`config.mk`:
```
export PLATFORM = sky130hd
export DESIGN_NAME = move_input_ctrl
export DESIGN_NICKNAME = d
export VERILOG_FILES = /design/src/rtl/move_input_ctrl.sv
export SDC_FILE = /design/constraint.sdc
export NUM_CORES = 1
export LEC_CHECK = 0
export ABC_AREA = 1
export CAP_MARGIN = 0
export CELL_PAD_IN_SITES_DETAIL_PLACEMENT = 0
export CELL_PAD_IN_SITES_GLOBAL_PLACEMENT = 2
export CORE_UTILIZATION = 35
export DETAILED_ROUTE_END_ITERATION = 8
export GPL_ROUTABILITY_DRIVEN = 0
export MAX_ROUTING_LAYER = met4
export PLACE_DENSITY = 0.88
export SETUP_SLACK_MARGIN = 0.15
export SLEW_MARGIN = 20
export SYNTH_ARGS = -nofsm -noshare
export SYNTH_HDL_FRONTEND = slang
export SYNTH_SLANG_ARGS = --single-unit
```
`constraint.sdc`:
```
create_clock -name CLK50 -period 3.7 [get_ports CLK50]
set_input_delay 0.555 -clock CLK50 [delete_from_list [all_inputs] [get_ports CLK50]]
set_output_delay 0.555 -clock CLK50 [all_outputs]
set_load 0.05 [all_outputs]
```
`src/rtl/move_input_ctrl.sv`:
```
// Move input controller: synchronizes and debounces the two drop buttons, reads the
// column switches and offers one legal move at a time to the board stage.
module move_input_ctrl #(
    parameter int DEBOUNCE_CYCLES = 1000000
) (
    input  logic       CLK50,
    input  logic       Reset_button,
    input  logic       P1,
    input  logic       P2,
    input  logic       Sw6,
    input  logic       Sw5,
    input  logic       Sw4,
    input  logic       Sw3,
    input  logic       Sw2,
    input  logic       Sw1,
    input  logic       Sw0,
    input  logic [6:0] col_full,
    input  logic       lock,
    input  logic       move_ready,
    output logic       move_valid,
    output logic [2:0] move_col,
    output logic       move_player,
    output logic       turn,
    output logic       err
);

    localparam int CNT_W = $clog2(DEBOUNCE_CYCLES + 1);
    localparam logic [CNT_W-1:0] CNT_LAST = CNT_W'(DEBOUNCE_CYCLES - 1);

    typedef enum logic {
        IDLE    = 1'b0,
        PENDING = 1'b1
    } state_t;

    function automatic logic is_onehot7(input logic [6:0] v);
        int n;
        n = 0;
        for (int i = 0; i < 7; i++) begin
            n = n + int'(v[i]);
        end
        return (n == 1);
    endfunction

    function automatic logic [2:0] col_index(input logic [6:0] v);
        logic [2:0] idx;
        idx = 3'd0;
        for (int i = 0; i < 7; i++) begin
            if (v[i]) begin
                idx = 3'(i);
            end else begin
                idx = idx;
            end
        end
        return idx;
    endfunction

    state_t           state_r;
    logic [1:0]       btn_raw_s;
    logic [6:0]       sw_raw_s;
    logic [1:0]       btn_meta_r;
    logic [1:0]       btn_sync_r;
    logic [6:0]       sw_meta_r;
    logic [6:0]       sw_sync_r;
    logic [1:0]       btn_deb_r;
    logic [1:0]       btn_deb_q_r;
    logic [CNT_W-1:0] cnt_r [2];
    logic [1:0]       press_s;
    logic             cur_press_s;
    logic             legal_s;
    logic [2:0]       sel_col_s;

    // Bit 0 is player 1, bit 1 is player 2, matching the turn encoding.
    assign btn_raw_s = {P2, P1};
    assign sw_raw_s  = {Sw6, Sw5, Sw4, Sw3, Sw2, Sw1, Sw0};

    // Two-flop synchronizers for all raw asynchronous inputs.
    always_ff @(posedge CLK50 or negedge Reset_button) begin
        if (!Reset_button) begin
            btn_meta_r <= 2'b00;
            btn_sync_r <= 2'b00;
            sw_meta_r  <= 7'b0000000;
            sw_sync_r  <= 7'b0000000;
        end else begin
            btn_meta_r <= btn_raw_s;
            btn_sync_r <= btn_meta_r;
            sw_meta_r  <= sw_raw_s;
            sw_sync_r  <= sw_meta_r;
        end
    end

    // Per-button debounce: level flips on the edge the counter would hit DEBOUNCE_CYCLES.
    always_ff @(posedge CLK50 or negedge Reset_button) begin
        if (!Reset_button) begin
            btn_deb_r   <= 2'b00;
            btn_deb_q_r <= 2'b00;
            for (int i = 0; i < 2; i++) begin
                cnt_r[i] <= '0;
            end
        end else begin
            btn_deb_q_r <= btn_deb_r;
            for (int i = 0; i < 2; i++) begin
                if (btn_sync_r[i] == btn_deb_r[i]) begin
                    cnt_r[i] <= '0;
                end else if (cnt_r[i] == CNT_LAST) begin
                    cnt_r[i]     <= '0;
                    btn_deb_r[i] <= btn_sync_r[i];
                end else begin
                    cnt_r[i] <= cnt_r[i] + CNT_W'(1);
                end
            end
        end
    end

    // Press detection and legality of the currently selected column.
    always_comb begin
        press_s     = btn_deb_r & ~btn_deb_q_r;
        cur_press_s = turn ? press_s[1] : press_s[0];
        sel_col_s   = col_index(sw_sync_r);
        legal_s     = ~lock & is_onehot7(sw_sync_r) & ~(|(col_full & sw_sync_r));
    end

    // Move FSM; the other player's presses never reach it, so they raise no error.
    always_ff @(posedge CLK50 or negedge Reset_button) begin
        if (!Reset_button) begin
            state_r     <= IDLE;
            move_valid  <= 1'b0;
            move_col    <= 3'd0;
            move_player <= 1'b0;
            turn        <= 1'b0;
            err         <= 1'b0;
        end else begin
            err <= 1'b0;
            case (state_r)
                IDLE: begin
                    if (cur_press_s && legal_s) begin
                        move_col    <= sel_col_s;
                        move_player <= turn;
                        move_valid  <= 1'b1;
                        state_r     <= PENDING;
                    end else if (cur_press_s) begin
                        err <= 1'b1;
                    end else begin
                        state_r <= IDLE;
                    end
                end
                PENDING: begin
                    if (move_ready) begin
                        move_valid <= 1'b0;
                        turn       <= ~turn;
                        state_r    <= IDLE;
                    end else begin
                        state_r <= PENDING;
                    end
                end
                default: begin
                    state_r    <= IDLE;
                    move_valid <= 1'b0;
                end
            endcase
        end
    end

endmodule

```
==> reports/qor.yml, run 1 <==
drt:
  wl_per_cell_um: 11.78
  vias: 2484
  viasPerCell: 4.389
  dr.pass1.iters: 6
  ant_nets: 0
  postRouteWirelength_um: 6665
  first_iter_violations: 81
  drc: 0
timing:
  finalSetupViolations: 0
  worst_pin_slew_ns: 0.5339
  finalHoldViolations: 0
  fmax_ghz: 0.3211
  rsz0062_at_grt: "false"
  setup_ws_ns: 0.5862
  hold_slack_ns: 0.1678
  fin_tns_setup_ns: 0
  relSlewSlack_pct: 64.29
  skew_ns: 0.01113
  drv_slew: 0
  period_needed_ns: 3.114
  fin_crit_sh_pct: 84.16
clocking:
  cts_tree: "built"
  worstSkewPairLatency_ns: 0.34
  post_cts_resize_count: 0
  htreeDepth: 3
  numCtsBuffers: 9
  cts-hold-fix-buffers: 0
  cts-root-buf: "clkbuf_8"
  path_clk_slew_ns: 0.08
  post-cts-setup-buffer-count: 0
  clkSinkCount: 70
  clk_path_buf_depth: 2
floorplan:
  dieWidth_um: 101.0
  start_util_pct: 36.58
  dieArea_sq_um: 10190
  placementRows: 35
  pin_count: 27
  die_h_um: 101.0
  coreArea_sq_um: 9371
critical_path:
  crit_fanout: 8
  worst_path_max_delay_cell: "fa_1"
  cp_cell_sequence: "inv_1, fa_1, fa_1, fa_1, inv_1, fa_1, nor2_1, nand3_1, nor2_1, nand3_2, nand2_1, o21ai_0"
  worstSetupPathType: "register to register"
  worst_setup_path_start_kind: "register"
  r2r-start: "sw_sync_r[0]"
  critPathLaunch: "sw_sync_r[0]"
  slowest_delay_ns: 0.55
  worstPathArrival_ns: 3.34
  cp-end-kind: "register"
  crit_top_cell: "fa_1"
  reg2reg_slack_ns: 0.59
  crit_required_ns: 3.93
grt:
  grt_pass1_vias: 2511
  antenna_found_initial: 0
  grt_use_total_pct: 15.70
  grt_pass1_wl_um: 11800
  grt_max_degree: 30
  grt-ovfl-total: 0
flow_run:
  cap_violations: 0
place:
  place_area_sq_um: 3860
  place_hpwl_um: 5064
  io_buffers: 26
  pre_cts_ws_ns: 0.5787
final_layout:
  final_nets: 458
  antennaDiodeCount: 0
  n_fill_cell: 952
  final_area_sq_um: 4083
  layout-drive-gt1-share_pct: 12.81
  syn_to_final_growth_pct: 19.09
logic_synthesis:
  yosysUniqueCellTypes: 27
  netlist_instances: 393
  synth_area_per_cell_sq_um: 8.723
  yosysWarnings: 0
  syn-num-nets: 419
  synth.cell_area_sq_um: 3428
  synth_seq_cells: 70
  yosysSeqAreaShare_pct: 51.09
min_path:
  hp-class: "input pin to async pin"
power_and_ir_drop:
  fin_total_pwr_mw: 1.587
  total_leakage_power_nw: 1.806
  ir_drop_mv: 0.1757
  power_density_nw_per_um2: 388.8
status:
  status: "completed"
[synth_stat cells]
cell type  instances  area (sq um)
o21ai_0            8         40.04
nand3_1           20         100.1
and2_1             1         6.260
fa_1               4         80.08
nor2_2             8         50.05
nand2_1           79         296.5
inv_4              1         6.260
xnor2_1            3         26.28
inv_2              2         7.510
nand3_2            5         50.05
nor3b_1            2         15.01
nand4_1            5         31.28
nor3_2             1         10.01
nor2_4             8         90.09
dfrtp_1           70          1752
nand3b_1           4         30.03
nor3_4             1         16.27
or2_1              1         6.260
nand2_4            3         33.78
xor2_1            18         157.7
nand2_2            8         50.05
a21oi_2            1         8.760
inv_1             50         187.7
nor2_1            71         266.5
nor3_1             8         40.04
ha_1               2         25.02
a21oi_1            9         45.04
[final timing paths]
path / to / depth (start not counted)
max: move_player / 12
min in group CLK50: sw_sync_r[5] / 0
min reg2reg: sw_sync_r[5] / 0
max in group asynchronous: btn_sync_r[0] / 2
min: move_valid / 1
max reg2reg: move_player / 12
[worst max-delay path, delay by kind of cell (launching register included)]
family | cells | cell delay, ns
AOI/OAI and AO/OA | 1 | 0.07
adders and majority gates | 4 | 1.75
buffers and inverters | 2 | 0.14
DFF | 1 | 0.35
and+or+nand+nor | 5 | 0.70
[flip-flops by register name, summed over array words and instances (netlist names), 2 cells and up]
register,count
sw_meta_r,7
btn_deb_q_r,2
move_col,3
cnt_r,40
btn_meta_r,2
btn_sync_r,2
sw_sync_r,7
btn_deb_r,2
[power breakdown]
| part | total (mW) | leakage, nW | internal [mW] | switching (mW) |
|---|---|---|---|---|
| Combinational | 0.101 | 0.778 | 0.0410 | 0.0602 |
| Clock | 0.694 | 0.110 | 0.400 | 0.294 |
| Sequential | 0.792 | 0.918 | 0.781 | 0.0108 |
| Total | 1.59 | 1.81 | 1.22 | 0.365 |
[stage by stage]
| step | std cells | utilization [%] |
|---|---|---|
| after detailed placement | 550 | 41.19 |
| after global placement | 550 | 41.19 |
| final | 566 | 43.56 |
| after floorplan | 393 | - |
| after global routing | 566 | 43.56 |
| after CTS | 566 | 43.56 |
[cells by family after synthesis]
kind of cell             count (synthesis)  synth area share [%]
adder cells (fa/ha/maj)                  6                 3.066
flip-flops                              70                 51.09
AO/OA/AOI/OAI                           18                 2.737
XOR/XNOR                                21                 5.365
buffers and inverters                   53                 5.876
AND/OR/NAND/NOR                        225                 31.86
[area by class of cell]
type	instances	area, sq um	area share [%]
inverter	53	201.4	4.934
clock inverter	5	81.33	1.992
clock buffer	11	141.4	3.463
sequential	70	1752	42.91
timing repair buffer	28	270.3	6.620
tap	129	161.4	3.953
multi-input combinational	270	1475	36.13
[routing by layer]
layer	vias up	routed length (um)	GRT usage, %	share of wire [%]
li1	1297	-	-	-
met1	1148	3255	20.01	49
met2	32	3128	24.55	47
met3	7	217	4.577	3.3
met4	0	64	4.013	0.96
met5	-	0	-	0
[cell usage in the layout (no fill, tap or decap), types with 3 or more instances in the layout]
| cell | n |
|---|---|
| a21oi_1 | 9 |
| clkbuf_8 | 10 |
| clkdlybuf4s50_1 | 25 |
| dfrtp_1 | 70 |
| fa_1 | 4 |
| inv_1 | 50 |
| nand2_1 | 79 |
| nand2_2 | 8 |
| nand2_4 | 3 |
| nand3_1 | 20 |
| nand3_2 | 5 |
| nand3b_1 | 4 |
| nand4_1 | 5 |
| nor2_1 | 71 |
| nor2_2 | 8 |
| nor2_4 | 8 |
| nor3_1 | 8 |
| o21ai_0 | 8 |
| xnor2_1 | 3 |
| xor2_1 | 18 |
Power figures use the tool's default switching activity.
==> run 2: changes to the inputs <==
Clock period 3.7 ns to 3 ns, I/O delays scaled along.
==> run 2 against run 1 <==
Total power grew 36%. Cell count rose by 0.53%. Clock skew decreased by 0.0065 ns. Core utilization is 1.1 points higher. Clock power up 51%. Setup slack got worse by 0.58 ns. Fmax up 4.1%. Highest routed layer unchanged. Routed wire length increased by 2.6%. Critical path depth up 1. Combinational power grew 34%.
==> reports/qor.yml, run 2 (synthesized netlist as in run 1, its figures left out) <==
grt:
  grt_max_degree: 36  # was 30
  grt_pass1_wl_um: 12060  # was 11,800 um
  grt_use_total_pct: 15.95  # was 15.70%
  grt_pass1_vias: 2622  # was 2,511
  grt-ovfl-total: 0  # unchanged
  antenna_found_initial: 0  # unchanged
clocking:
  numCtsBuffers: 9  # unchanged
  cts-hold-fix-buffers: 0  # unchanged
  path_clk_slew_ns: 0.07  # was 0.08 ns
  worstSkewPairLatency_ns: 0.34  # about the same
  clkSinkCount: 70  # unchanged
  cts_tree: "built"  # unchanged
  htreeDepth: 3  # unchanged
  cts-root-buf: "clkbuf_8"  # unchanged
  clk_path_buf_depth: 2  # unchanged
critical_path:
  crit_required_ns: 3.24  # was 3.93 ns
  worst-path-buf-inv: 4  # was 2
  worst_setup_path_start_kind: "register"  # unchanged
  worstPathArrival_ns: 3.23  # was 3.34 ns
  slowest_delay_ns: 0.55  # about the same
  reg2reg_slack_ns: 0.009  # was 0.59 ns
  crit_top_cell: "fa_1"  # unchanged
  worstSetupPathType: "register to register"  # unchanged
  cp_cell_sequence: "inv_2, fa_1, fa_1, fa_2, inv_2, fa_1, nor2_1, nand3_1, nor2_4, buf_6, nand4_1, nand2_1, inv_1"  # was inv_1, fa_1, fa_1, fa_1, inv_1, fa_1, nor2_1, nand3_1, nor2_1, nand3_2, nand2_1, o21ai_0
  crit_fanout: 3  # was 8
  worst_path_max_delay_cell: "fa_1"  # unchanged
  cp-end-kind: "register"  # unchanged
  crit_family: "adder cells"  # unchanged
final_layout:
  final_cell_mix: "79 x nand2_1, 70 x nor2_1, 70 x dfrtp_1"  # was 79 x nand2_1, 71 x nor2_1, 70 x dfrtp_1
  layout_commonest_cell: "nand2_1"  # unchanged
  n_fill_cell: 960  # was 952
  final_nets: 461  # was 458
  layout-drive-gt1-share_pct: 15.00  # was 12.81%
  largest_register: "cnt_r"  # unchanged
  syn_to_final_growth_pct: 22.15  # was 19.09%
  antennaDiodeCount: 0  # unchanged
  utilization_pct: 44.69  # was 43.56%
  largest_reg_flops: 40  # unchanged
  top_regs: "cnt_r (40), sw_meta_r (7), sw_sync_r (7)"  # unchanged
timing:
  period_needed_ns: 2.991  # was 3.114 ns
  fin_crit_sh_pct: 99.70  # was 84.16%
  setup_ws_ns: 0.009110  # was 0.5862 ns
  skew_ns: 0.004636  # was 0.01113 ns
  finalSetupViolations: 0  # unchanged
  fmax_ghz: 0.3343  # was 0.3211 GHz
  finalHoldViolations: 0  # unchanged
  drv_slew: 0  # unchanged
  relSlewSlack_pct: 65.58  # was 64.29%
  worst_pin_slew_ns: 0.5146  # was 0.5339 ns
  rsz0062_at_grt: "true"  # was false
drt:
  drc: 0  # unchanged
  wl_per_cell_um: 12.01  # was 11.78 um
  dr.pass1.iters: 4  # was 6
  viasPerCell: 4.408  # was 4.389
  postRouteWirelength_um: 6835  # was 6665 um
  vias: 2508  # was 2,484
  first_iter_violations: 77  # was 81
  ant_nets: 0  # unchanged
min_path:
  hp-class: "input pin to async pin"  # unchanged
place:
  place_hpwl_um: 4965  # was 5064 um
  io_buffers: 26  # unchanged
  pre_cts_ws_ns: -0.07840  # was 0.5787 ns
power_and_ir_drop:
  ir_drop_mv: 0.2577  # was 0.1757 mV
  power_density_nw_per_um2: 516.2  # was 388.8 nW/um^2
  total_leakage_power_nw: 1.850  # was 1.806 nW
flow_run:
  cap_violations: 0  # unchanged
floorplan:
  coreArea_sq_um: 9371  # unchanged
  die_h_um: 101.0  # unchanged
  start_util_pct: 36.58  # unchanged
  dieWidth_um: 101.0  # unchanged
  pin_count: 27  # unchanged
  placementRows: 35  # unchanged
  dieArea_sq_um: 10190  # unchanged
status:
  status: "completed"  # unchanged
## run 2: changes by cell type in the layout (fill, tap and decap cells not counted), sizes merged
| cell | before | now |
|---|---|---|
| buf | 3 | 6 |
| bufinv | 2 | 4 |
| inv | 54 | 53 |
| clkinvlp | 1 | 0 |
## run 2: layout make-up
type                    instances  area, sq um  share of cell area (%)
inverters                      53        201.4                   4.810
well taps                     129        161.4                   3.854
repair buffers                 31        296.5                   7.081
clock buffers                  11        151.4                   3.615
clock inverters                 5        128.9                   3.077
flip-flops and latches         70         1752                   41.83
multi-input cells             270         1496                   35.73
## run 2: path summary, 6_finish.rpt
path / start / endpoint / cells after the start
max in group asynchronous: Reset_button / cnt_r[34] / 2
max reg2reg: sw_sync_r[1] / move_col[2] / 13
min in group CLK50: btn_meta_r[1] / btn_sync_r[1] / 0
min reg2reg: btn_meta_r[1] / btn_sync_r[1] / 0
min: Reset_button / move_valid / 2
max: sw_sync_r[1] / move_col[2] / 13
## run 2: where the power goes
| group | leakage (nW) | total [mW] | switching [mW] | internal [mW] |
|---|---|---|---|---|
| logic | 0.792 | 0.135 | 0.0793 | 0.0559 |
| clock network | 0.140 | 1.05 | 0.366 | 0.684 |
| registers | 0.918 | 0.977 | 0.0132 | 0.963 |
| total | 1.85 | 2.16 | 0.459 | 1.70 |
## run 2: repair_timing
action,in CTS,in global routing
setup buffers,1,2
cloned,0,0
pin swaps,3,2
setup endpoints to repair,7,7
resized for setup,1,6
## run 2: metal layers
metal / wire, um / share of wire (%) / vias to the layer above / global-route usage [%]
li1: - / - / 1306 / -
met1: 3340 / 49 / 1168 / 19.66
met2: 3236 / 47 / 25 / 26.08
met3: 166 / 2.4 / 9 / 3.398
met4: 91 / 1.3 / 0 / 5.351
met5: 0 / 0 / - / -
## run 2: metrics by stage
step / setup TNS [ns] / total power, mW / instances / hold slack (ns) / cell area (sq um)
2_1_floorplan: 0 / 1.058 / 393 / 0.1544 / 3433
3_3_place_gp: 0 / 1.124 / 550 / 0.3341 / 3865
3_5_place_dp: -0.1594 / 1.128 / 550 / 0.3347 / 3865
4_1_cts: 0 / 2.192 / 567 / 0.1531 / 4153
5_1_grt: -0.4116 / 2.253 / 569 / 0.1772 / 4188
6_report: 0 / 2.162 / 569 / 0.1464 / 4188
==> run 3: changes to the inputs <==
Settings changed: RECOVER_POWER set to 50.
==> run 3 against run 2 <==
Non-clock buffer count is the same. Largest cell class unchanged. Design area is 0.18% lower. Critical path type unchanged. Setup slack barely moved. The flow now finishes with violations (max-capacitance violations, max-slew violations). Critical endpoint unchanged. Total power hardly changed. Global-route usage did not move.
==> reports/qor.yml, run 3 (synthesized netlist as in run 1, its figures left out) <==
status:
  status: "complete, but fails checks"  # was completed
  violations: "max-capacitance violations, max-slew violations"
timing:
  rsz0062_at_grt: "true"  # unchanged
  fin_tns_setup_ns: 0  # unchanged
  finalHoldViolations: 0  # unchanged
  drv_slew: 72  # was 0
  worst_pin_slew_ns: 1.902  # was 0.5146 ns
  finalSetupViolations: 0  # unchanged
  setup_ws_ns: 0.009077  # was 0.009110 ns
  relSlewSlack_pct: -26.78  # was 65.58%
  fin_crit_sh_pct: 99.70  # about the same
  skew_ns: 0.004986  # was 0.004636 ns
  period_needed_ns: 2.991  # about the same
  hold_slack_ns: 0.3495  # was 0.1464 ns
  fmax_ghz: 0.3343  # about the same
power_and_ir_drop:
  fin_total_pwr_mw: 2.161  # was 2.162 mW
  power_density_nw_per_um2: 516.9  # was 516.2 nW/um^2
  ir_drop_mv: 0.2577  # about the same
  total_leakage_power_nw: 1.843  # was 1.850 nW
final_layout:
  utilization_pct: 44.61  # was 44.69%
  final_cells: 569  # unchanged
  layout-drive-gt1-share_pct: 14.55  # was 15.00%
  final_nets: 461  # unchanged
  final_area_sq_um: 4180  # was 4188 sq um
  top_regs: "cnt_r (40), sw_meta_r (7), sw_sync_r (7)"  # unchanged
  antennaDiodeCount: 0  # unchanged
  largest_reg_flops: 40  # unchanged
  layout_commonest_cell: "nand2_1"  # unchanged
  syn_to_final_growth_pct: 21.93  # was 22.15%
  largest_register: "cnt_r"  # unchanged
  final_cell_mix: "79 x nand2_1, 70 x nor2_1, 70 x dfrtp_1"  # unchanged
floorplan:
  dieArea_sq_um: 10190  # unchanged
  dieWidth_um: 101.0  # unchanged
  start_util_pct: 36.58  # unchanged
  pin_count: 27  # unchanged
  coreArea_sq_um: 9371  # unchanged
  placementRows: 35  # unchanged
  die_h_um: 101.0  # unchanged
clocking:
  numCtsBuffers: 9  # unchanged
  htreeDepth: 3  # unchanged
  path_clk_slew_ns: 0.07  # about the same
  clk_path_buf_depth: 2  # unchanged
  clkSinkCount: 70  # unchanged
  cts_tree: "built"  # unchanged
  cts-hold-fix-buffers: 0  # unchanged
  worstSkewPairLatency_ns: 0.34  # about the same
  cts-root-buf: "clkbuf_8"  # unchanged
critical_path:
  worstPathArrival_ns: 3.23  # about the same
  slowest_delay_ns: 0.55  # about the same
  cp-end-kind: "register"  # unchanged
  worst_path_max_delay_cell: "fa_1"  # unchanged
  cp_cell_sequence: "inv_2, fa_1, fa_1, fa_2, inv_2, fa_1, nor2_1, nand3_1, nor2_4, buf_6, nand4_1, nand2_1, inv_1"  # unchanged
  crit_fanout: 3  # unchanged
  crit_required_ns: 3.24  # about the same
  worst_setup_path_start_kind: "register"  # unchanged
  crit_top_cell: "fa_1"  # unchanged
  crit_family: "adder cells"  # unchanged
  worst-path-buf-inv: 4  # unchanged
  worstSetupPathType: "register to register"  # unchanged
grt:
  grt-ovfl-total: 0  # unchanged
  grt_pass1_wl_um: 12060  # unchanged
  antenna_found_initial: 0  # unchanged
  grt_pass1_vias: 2622  # unchanged
  grt_max_degree: 36  # unchanged
  grt_use_total_pct: 15.95  # unchanged
drt:
  dr.pass1.iters: 4  # unchanged
  first_iter_violations: 76  # was 77
  viasPerCell: 4.408  # unchanged
  postRouteWirelength_um: 6825  # was 6835 um
  vias: 2508  # unchanged
  ant_nets: 0  # unchanged
  drc: 0  # unchanged
  wl_per_cell_um: 11.99  # was 12.01 um
min_path:
  hp-class: "register to register"  # was input pin to async pin
place:
  place_hpwl_um: 4965  # unchanged
  pre_cts_ws_ns: -0.07840  # unchanged
  io_buffers: 26  # unchanged
  place_area_sq_um: 3865  # unchanged
  dpl.cell_count: 550  # unchanged
flow_run:
  cap_violations: 2  # was 0
## run 3: cell count changes in the layout (fill, tap and decap cells not counted), sizes merged
cell / delta
buf: -2
clkbuf: +2
## run 3: worst paths after layout
check | cells after the start | end | from | slack, ns
min in group asynchronous | 2 | move_valid | Reset_button | 0.71
max reg2reg | 13 | move_col[2] | sw_sync_r[1] | 0.009
min | 0 | btn_sync_r[1] | btn_meta_r[1] | 0.35
max | 13 | move_col[2] | sw_sync_r[1] | 0.009
max in group asynchronous | 2 | cnt_r[34] | Reset_button | 1.18
min reg2reg | 0 | btn_sync_r[1] | btn_meta_r[1] | 0.35
## run 3: what timing repair did
action,in CTS,in global routing
buffers inserted,1,2
pin swaps,3,2
resized for setup,1,6
setup endpoints to repair,7,7
## run 3: area by class of cell
type,count,area (sq um)
fillers,962,5191
flip-flops and latches,70,1752
multi-input cells,270,1496
repair buffers,31,289.0
inverters,53,201.4
well taps,129,161.4
clock buffers,11,151.4
clock inverters,5,128.9
## run 3: per-layer routing
metal	share of wire, %	global-route usage (%)
met3	2.4	3.398
met1	49	19.66
met2	47	26.08
met4	1.3	5.351
met5	0	-
## run 3: power breakdown
part	switching, mW	internal (mW)	leakage, nW
combinational	0.0792	0.0547	0.785
clock	0.366	0.684	0.140
sequential	0.0132	0.964	0.918
total	0.459	1.70	1.84
